--- config.mk ---
export PLATFORM = sky130hd
export DESIGN_NAME = dmem_port_arbiter
export DESIGN_NICKNAME = d
export VERILOG_FILES = /design/src/rtl/dmem_arb_pkg.sv /design/src/rtl/dmem_arb_port_mux.sv /design/src/rtl/dmem_port_arbiter.sv
export SDC_FILE = /design/constraint.sdc
export NUM_CORES = 1
export LEC_CHECK = 0
export ABC_AREA = 0
export ABC_CLOCK_PERIOD_IN_PS = 7000
export BUFFER_PORTS_ARGS = -buffer_cell sky130_fd_sc_hd__buf_4
export CAP_MARGIN = 15
export CELL_PAD_IN_SITES_DETAIL_PLACEMENT = 0
export CELL_PAD_IN_SITES_GLOBAL_PLACEMENT = 1
export CORE_MARGIN = 2
export CORE_UTILIZATION = 24
export CTS_CLUSTER_SIZE = 8
export DETAILED_ROUTE_END_ITERATION = 12
export PLACE_DENSITY = 0.95
export REMOVE_ABC_BUFFERS = 1
export SLEW_MARGIN = 30
export SYNTH_ARGS = -nofsm -noshare
export SYNTH_HDL_FRONTEND = slang
export SYNTH_HIERARCHICAL = 1
export SYNTH_SLANG_ARGS = --single-unit
--- constraint.sdc ---
create_clock -name clk -period 7 [get_ports clk]
set_clock_uncertainty 0.1 [all_clocks]
set_input_delay 2.1 -clock clk [delete_from_list [all_inputs] [get_ports clk]]
set_output_delay 2.1 -clock clk [all_outputs]
set_load 0.02 [all_outputs]
--- src/rtl/dmem_arb_pkg.sv ---
// Shared types and default sizes for the data-memory port arbiter.
//   arb_state_e : arbitration FSM states
//   owner_e     : which requester a granted access belongs to
package dmem_arb_pkg;

  localparam int unsigned DMEM_ADDR_W   = 13;
  localparam int unsigned DMEM_DATA_W   = 32;
  localparam int unsigned DMEM_MAX_WAIT = 8;
  localparam int unsigned DMEM_MAX_LOCK = 64;

  typedef enum logic [1:0] {
    ARB,
    LD_PRIO,
    LOCKED,
    CORE_RSV
  } arb_state_e;

  typedef enum logic {
    OWN_CORE,
    OWN_LD
  } owner_e;

endpackage

--- src/rtl/dmem_arb_port_mux.sv ---
// Steers the granted requester's payload onto the SRAM port.
//   en            : an access is granted this cycle
//   owner         : which requester's payload to forward
//   core_*/ld_*   : requester payloads
//   sram_*        : SRAM control/payload, all zero when en=0
module dmem_arb_port_mux
  import dmem_arb_pkg::*;
#(
  parameter int unsigned ADDR_W = DMEM_ADDR_W,
  parameter int unsigned DATA_W = DMEM_DATA_W
) (
  input  logic                en,
  input  owner_e              owner,
  input  logic                core_we,
  input  logic [ADDR_W-1:0]   core_addr,
  input  logic [DATA_W-1:0]   core_wdata,
  input  logic [DATA_W/8-1:0] core_wmask,
  input  logic                ld_we,
  input  logic [ADDR_W-1:0]   ld_addr,
  input  logic [DATA_W-1:0]   ld_wdata,
  input  logic [DATA_W/8-1:0] ld_wmask,
  output logic                sram_csb,
  output logic                sram_we,
  output logic [ADDR_W-1:0]   sram_addr,
  output logic [DATA_W-1:0]   sram_wdata,
  output logic [DATA_W/8-1:0] sram_wmask
);

  always_comb begin
    sram_csb   = 1'b0;
    sram_we    = 1'b0;
    sram_addr  = '0;
    sram_wdata = '0;
    sram_wmask = '0;
    if (en) begin
      sram_csb = 1'b1;
      if (owner == OWN_LD) begin
        sram_we    = ld_we;
        sram_addr  = ld_addr;
        sram_wdata = ld_wdata;
        sram_wmask = ld_wmask;
      end else begin
        sram_we    = core_we;
        sram_addr  = core_addr;
        sram_wdata = core_wdata;
        sram_wmask = core_wmask;
      end
    end
  end

endmodule

--- src/rtl/dmem_port_arbiter.sv ---
// Shares the single-port data SRAM between the core MEM stage and a
// loader/debug requester. Core has fixed priority, the loader is promoted
// after MAX_WAIT refused cycles, and a loader lock holds the SRAM for at most
// MAX_LOCK beats before one reserved core slot is forced.
//   clk, rst (async, active-low)
//   core_* : core request/payload in, grant/rvalid/rdata/stall out
//   ld_*   : loader request/payload/lock in, grant/rvalid/rdata out
//   sram_* : SRAM port (1-cycle read latency on sram_rdata_i)
module dmem_port_arbiter
  import dmem_arb_pkg::*;
#(
  parameter int unsigned ADDR_W   = DMEM_ADDR_W,
  parameter int unsigned DATA_W   = DMEM_DATA_W,
  parameter int unsigned MAX_WAIT = DMEM_MAX_WAIT,
  parameter int unsigned MAX_LOCK = DMEM_MAX_LOCK
) (
  input  logic                clk,
  input  logic                rst,
  input  logic                core_req_i,
  input  logic                core_we_i,
  input  logic [ADDR_W-1:0]   core_addr_i,
  input  logic [DATA_W-1:0]   core_wdata_i,
  input  logic [DATA_W/8-1:0] core_wmask_i,
  output logic                core_gnt_o,
  output logic                core_rvalid_o,
  output logic [DATA_W-1:0]   core_rdata_o,
  output logic                core_stall_o,
  input  logic                ld_req_i,
  input  logic                ld_we_i,
  input  logic [ADDR_W-1:0]   ld_addr_i,
  input  logic [DATA_W-1:0]   ld_wdata_i,
  input  logic [DATA_W/8-1:0] ld_wmask_i,
  input  logic                ld_lock_i,
  output logic                ld_gnt_o,
  output logic                ld_rvalid_o,
  output logic [DATA_W-1:0]   ld_rdata_o,
  output logic                sram_csb_o,
  output logic                sram_we_o,
  output logic [ADDR_W-1:0]   sram_addr_o,
  output logic [DATA_W-1:0]   sram_wdata_o,
  output logic [DATA_W/8-1:0] sram_wmask_o,
  input  logic [DATA_W-1:0]   sram_rdata_i
);

  localparam int unsigned WAIT_W = $clog2(MAX_WAIT + 1);
  localparam int unsigned LOCK_W = $clog2(MAX_LOCK + 1);

  // A lock entered with MAX_LOCK=1 is already exhausted by its entry beat.
  localparam arb_state_e        LOCK_TARGET = (MAX_LOCK == 1) ? CORE_RSV : LOCKED;
  localparam logic [LOCK_W-1:0] LOCK_ENTRY  = (MAX_LOCK == 1) ? '0 : LOCK_W'(1);

  arb_state_e        state_q, state_d;
  logic [WAIT_W-1:0] wait_cnt_q, wait_cnt_d;
  logic [LOCK_W-1:0] lock_cnt_q, lock_cnt_d;
  logic              rd_pend_q;
  owner_e            rd_owner_q;

  // State register and bookkeeping flops
  always_ff @(posedge clk or negedge rst) begin
    if (!rst) begin
      state_q    <= ARB;
      wait_cnt_q <= '0;
      lock_cnt_q <= '0;
      rd_pend_q  <= 1'b0;
      rd_owner_q <= OWN_CORE;
    end else begin
      state_q    <= state_d;
      wait_cnt_q <= wait_cnt_d;
      lock_cnt_q <= lock_cnt_d;
      rd_pend_q  <= (core_gnt_o && !core_we_i) || (ld_gnt_o && !ld_we_i);
      rd_owner_q <= ld_gnt_o ? OWN_LD : OWN_CORE;
    end
  end

  // Grant decode; everything is held off while reset is asserted
  always_comb begin
    core_gnt_o = 1'b0;
    ld_gnt_o   = 1'b0;
    if (rst) begin
      unique case (state_q)
        ARB: begin
          core_gnt_o = core_req_i;
          ld_gnt_o   = ld_req_i && !core_req_i;
        end
        LD_PRIO: begin
          ld_gnt_o   = ld_req_i;
          core_gnt_o = core_req_i && !ld_req_i;
        end
        LOCKED:   ld_gnt_o   = ld_req_i;
        CORE_RSV: core_gnt_o = core_req_i;
        default: ;
      endcase
    end
  end

  // Next state and counters
  always_comb begin
    state_d    = state_q;
    lock_cnt_d = lock_cnt_q;

    if (ld_gnt_o) begin
      wait_cnt_d = '0;
    end else if (ld_req_i && (wait_cnt_q != WAIT_W'(MAX_WAIT))) begin
      wait_cnt_d = wait_cnt_q + WAIT_W'(1);
    end else begin
      wait_cnt_d = wait_cnt_q;
    end

    unique case (state_q)
      ARB: begin
        if (ld_gnt_o && ld_lock_i) begin
          state_d    = LOCK_TARGET;
          lock_cnt_d = LOCK_ENTRY;
        end else if (wait_cnt_d == WAIT_W'(MAX_WAIT)) begin
          state_d = LD_PRIO;
        end
      end
      LD_PRIO: begin
        if (ld_gnt_o) begin
          if (ld_lock_i) begin
            state_d    = LOCK_TARGET;
            lock_cnt_d = LOCK_ENTRY;
          end else begin
            state_d = ARB;
          end
        end
      end
      LOCKED: begin
        if (!ld_lock_i) begin
          state_d    = ARB;
          lock_cnt_d = '0;
        end else if (ld_gnt_o) begin
          if (lock_cnt_q == LOCK_W'(MAX_LOCK - 1)) begin
            state_d    = CORE_RSV;
            lock_cnt_d = '0;
          end else begin
            lock_cnt_d = lock_cnt_q + LOCK_W'(1);
          end
        end
      end
      // Core is always granted here when requesting, so the reserved slot
      // lasts exactly one cycle either way.
      CORE_RSV: state_d = ARB;
      default:  state_d = ARB;
    endcase
  end

  // Response and stall outputs
  always_comb begin
    core_stall_o  = rst && core_req_i && !core_gnt_o;
    core_rvalid_o = rd_pend_q && (rd_owner_q == OWN_CORE);
    ld_rvalid_o   = rd_pend_q && (rd_owner_q == OWN_LD);
    core_rdata_o  = sram_rdata_i;
    ld_rdata_o    = sram_rdata_i;
  end

  dmem_arb_port_mux #(
    .ADDR_W (ADDR_W),
    .DATA_W (DATA_W)
  ) u_port_mux (
    .en         (core_gnt_o || ld_gnt_o),
    .owner      (ld_gnt_o ? OWN_LD : OWN_CORE),
    .core_we    (core_we_i),
    .core_addr  (core_addr_i),
    .core_wdata (core_wdata_i),
    .core_wmask (core_wmask_i),
    .ld_we      (ld_we_i),
    .ld_addr    (ld_addr_i),
    .ld_wdata   (ld_wdata_i),
    .ld_wmask   (ld_wmask_i),
    .sram_csb   (sram_csb_o),
    .sram_we    (sram_we_o),
    .sram_addr  (sram_addr_o),
    .sram_wdata (sram_wdata_o),
    .sram_wmask (sram_wmask_o)
  );

endmodule

==> qor.csv <==
stage,metric,value,unit
outcome,outcome,"finished, final reports clean",
detailed_routing,num_vias,2295,
clock_network,ctsResizeCount,0,
placement,portBuffers,160,
critical_path,required,4.80,ns
critical_path,path_class,input pin to output pin,
power_and_ir_drop,switching_share,0.472,
synthesis,yosysWarningCount,6,
floorplan,ios,257,
clock_network,ctsHtreeMaxLevel,1,
clock_network,cts_made_buffers,3,
floorplan,num_rows,36,
layout,final_common_cell,buf_4,
global_routing,grt.total_usage,0.185,
clock_network,path_clk_slew,0.06,ns
synthesis,synthCells,277,
power_and_ir_drop,internal_power,475,µW
timing,finalSetupViolCount,0,
power_and_ir_drop,combPwrFrac,0.771,
floorplan,initial_core_util,0.245,
clock_network,cts_hold_buf,0,
clock_network,post_cts_buffers,0,
floorplan,die_x,103,µm
synthesis,yosysUniqueCellTypes,43,
synthesis,syn_area,2370,µm²
power_and_ir_drop,p_seq_frac,0.149,
clock_network,clock_latency,0.25,ns
clock_network,clock-sinks,15,
clock_network,cts-root-buf,clkbuf_8,
min_path,hold_path_class,register to register,
global_routing,grt_pass1_wl,14.1,mm
clock_network,cts_tree,done,
timing,finalCritPeriodShare,0.881,
global_routing,antenna_found_initial,0,
detailed_routing,drc,0,
power_and_ir_drop,p_sw,425,µW
synthesis,seq_area_frac_synth,0.158,
synthesis,synthArstFlopShare,1.00,
global_routing,grt_max_degree,42,
layout,nets,514,
layout,area_delta_synth_final,36.7,%
clock_network,ctsLongestPathBuffers,2,
critical_path,crit_path_end_kind,output pin,
synthesis,synth_edf_count,0,
layout,fillers,1030,
synthesis,synth-seq-cells,15,
detailed_routing,viasPerCell,4.58,
timing,final_max_slew_viol_count,0,
global_routing,grt_pass1_vias,2230,
critical_path,cp_max_fo,22,
run,cap_viol_max_count,0,
critical_path,critPathLaunchType,input pin,
detailed_routing,wirelength,10.6,mm
placement,gp_congestion,0.826,
floorplan,die_h,103,µm
timing,rsz0062_at_grt,false,
detailed_routing,ant_nets,0,
synthesis,synth-main-ff-cell,dfrtp_1,
layout,drive_gt1_frac,0.467,
floorplan,core,9680,µm²
layout,n_antenna_cell,0,
layout,layout_common_cells,"buf_4 (162), nor2b_1 (54), mux2i_1 (53)",
timing,slew_headroom,0.609,
synthesis,avgSynthCellArea,8.56,µm²
detailed_routing,wl_per_cell,21.1,µm
timing,max_freq,162,MHz
timing,worst_pin_slew,0.586,ns
timing,tns,0,ns
power_and_ir_drop,leakage,0.00156,µW
detailed_routing,firstDrtPassIters,4,
timing,holdWs,0.397,ns
timing,finalCriticalPeriod,6.16,ns
floorplan,dieArea,10700,µm²
detailed_routing,drtIter0Drc,67,
power_and_ir_drop,p_per_area,278,nW/µm²
global_routing,overflow,0,
power_and_ir_drop,clkPwrFrac,0.080,
timing,finalHoldViolations,0,
power_and_ir_drop,vdd_drop_max,0.101,mV
critical_path,crit_arrival,3.96,ns
placement,dp_hpwl,8.98,mm
[state kept, by name, summed over array words and instances (netlist names)]
| signal | flops |
|---|---|
| wait_cnt_q | 4 |
| state_q | 2 |
| rd_pend_q | 1 |
| rd_owner_q | 1 |
| lock_cnt_q | 7 |
[path summary, 6_finish.rpt]
| path | depth (start not counted) | from | to | slack [ns] |
|---|---|---|---|---|
| hold / removal | 1 | lock_cnt_q[4]$_DFFE_PN0P_ | lock_cnt_q[4]$_DFFE_PN0P_ | 0.40 |
| setup reg to reg | 8 | state_q[0]$_DFFE_PN0P_ | state_q[0]$_DFFE_PN0P_ | 4.40 |
| min in group asynchronous | 1 | rst | lock_cnt_q[5]$_DFFE_PN0P_ | 1.60 |
| max in group asynchronous | 1 | rst | lock_cnt_q[4]$_DFFE_PN0P_ | 5.01 |
| setup / recovery | 8 | rst | sram_wdata_o[22] | 0.84 |
| hold reg to reg | 1 | lock_cnt_q[4]$_DFFE_PN0P_ | lock_cnt_q[4]$_DFFE_PN0P_ | 0.40 |
[power groups by stage]
stage / Combinational [µW] / Clock, µW / Sequential [µW]
final: 694 / 72.3 / 134
after floorplan: 420 / 0 / 129
after global placement: 686 / 0 / 133
after global routing: 747 / 80.7 / 137
after detailed placement: 701 / 0 / 135
after CTS: 703 / 76.2 / 134
[Yosys cell counts, drive strengths merged (3+ instances only)]
cell type,count,area share
dfrtp,15,0.16
inv,9,0.014
nand2,11,0.017
nor2,5,0.0079
o21ai,9,0.021
ha,8,0.042
nor2b,54,0.14
and2,3,0.0079
mux2i,53,0.22
buf,72,0.24
clkbuf,5,0.0079
[per-stage QoR]
step / util / instances / total power, µW / area, µm² / setup slack, ns
after global placement: 0.330 / 497 / 819 / 3190 / 0.920
after detailed placement: 0.330 / 497 / 836 / 3190 / 0.808
after floorplan: - / 200 / 549 / 1770 / 0.985
after global routing: 0.334 / 501 / 965 / 3240 / 0.643
final: 0.334 / 501 / 900 / 3240 / 0.836
after CTS: 0.334 / 501 / 913 / 3240 / 0.803
[critical path, stage by stage]
cell and delay, ns:
buf_4 0.23, and3b_1 0.24, o21ai_2 0.13, inv_2 0.46, buf_4 0.33, mux2i_1 0.23, nor2b_1 0.08, buf_4 0.16
[cells by family (layout without fill, tap and decap cells)]
group                    after synthesis  count (layout)  synth area share
AO/OA/AOI/OAI                         28              28            0.0861
multiplexers                          54              54             0.230
AND/OR/NAND/NOR                       84              84             0.209
buffers and inverters                 86             177             0.267
XOR/XNOR                               2               2           0.00739
flip-flops                            15              15             0.158
adder cells (fa/ha/maj)                8               8            0.0422
[layout make-up]
class                           instances  area [µm²]  share of cell area
Clock buffer                            4        45.0              0.0139
Tap cell                              133         166              0.0514
Sequential cell                        15         375               0.116
Multi-Input combinational cell        176        1360               0.421
Inverter                                9        33.8              0.0104
Timing Repair Buffer                  164        1260               0.388
[routing by layer]
metal	vias up	track usage	wire length, µm
met1	1049	0.246	4610
met3	11	0.128	1590
met5	-	0.0865	85
li1	1053	-	-
met4	4	0.0233	89
met2	178	0.241	4180
No activity file was read; power rests on OpenSTA's default activity.
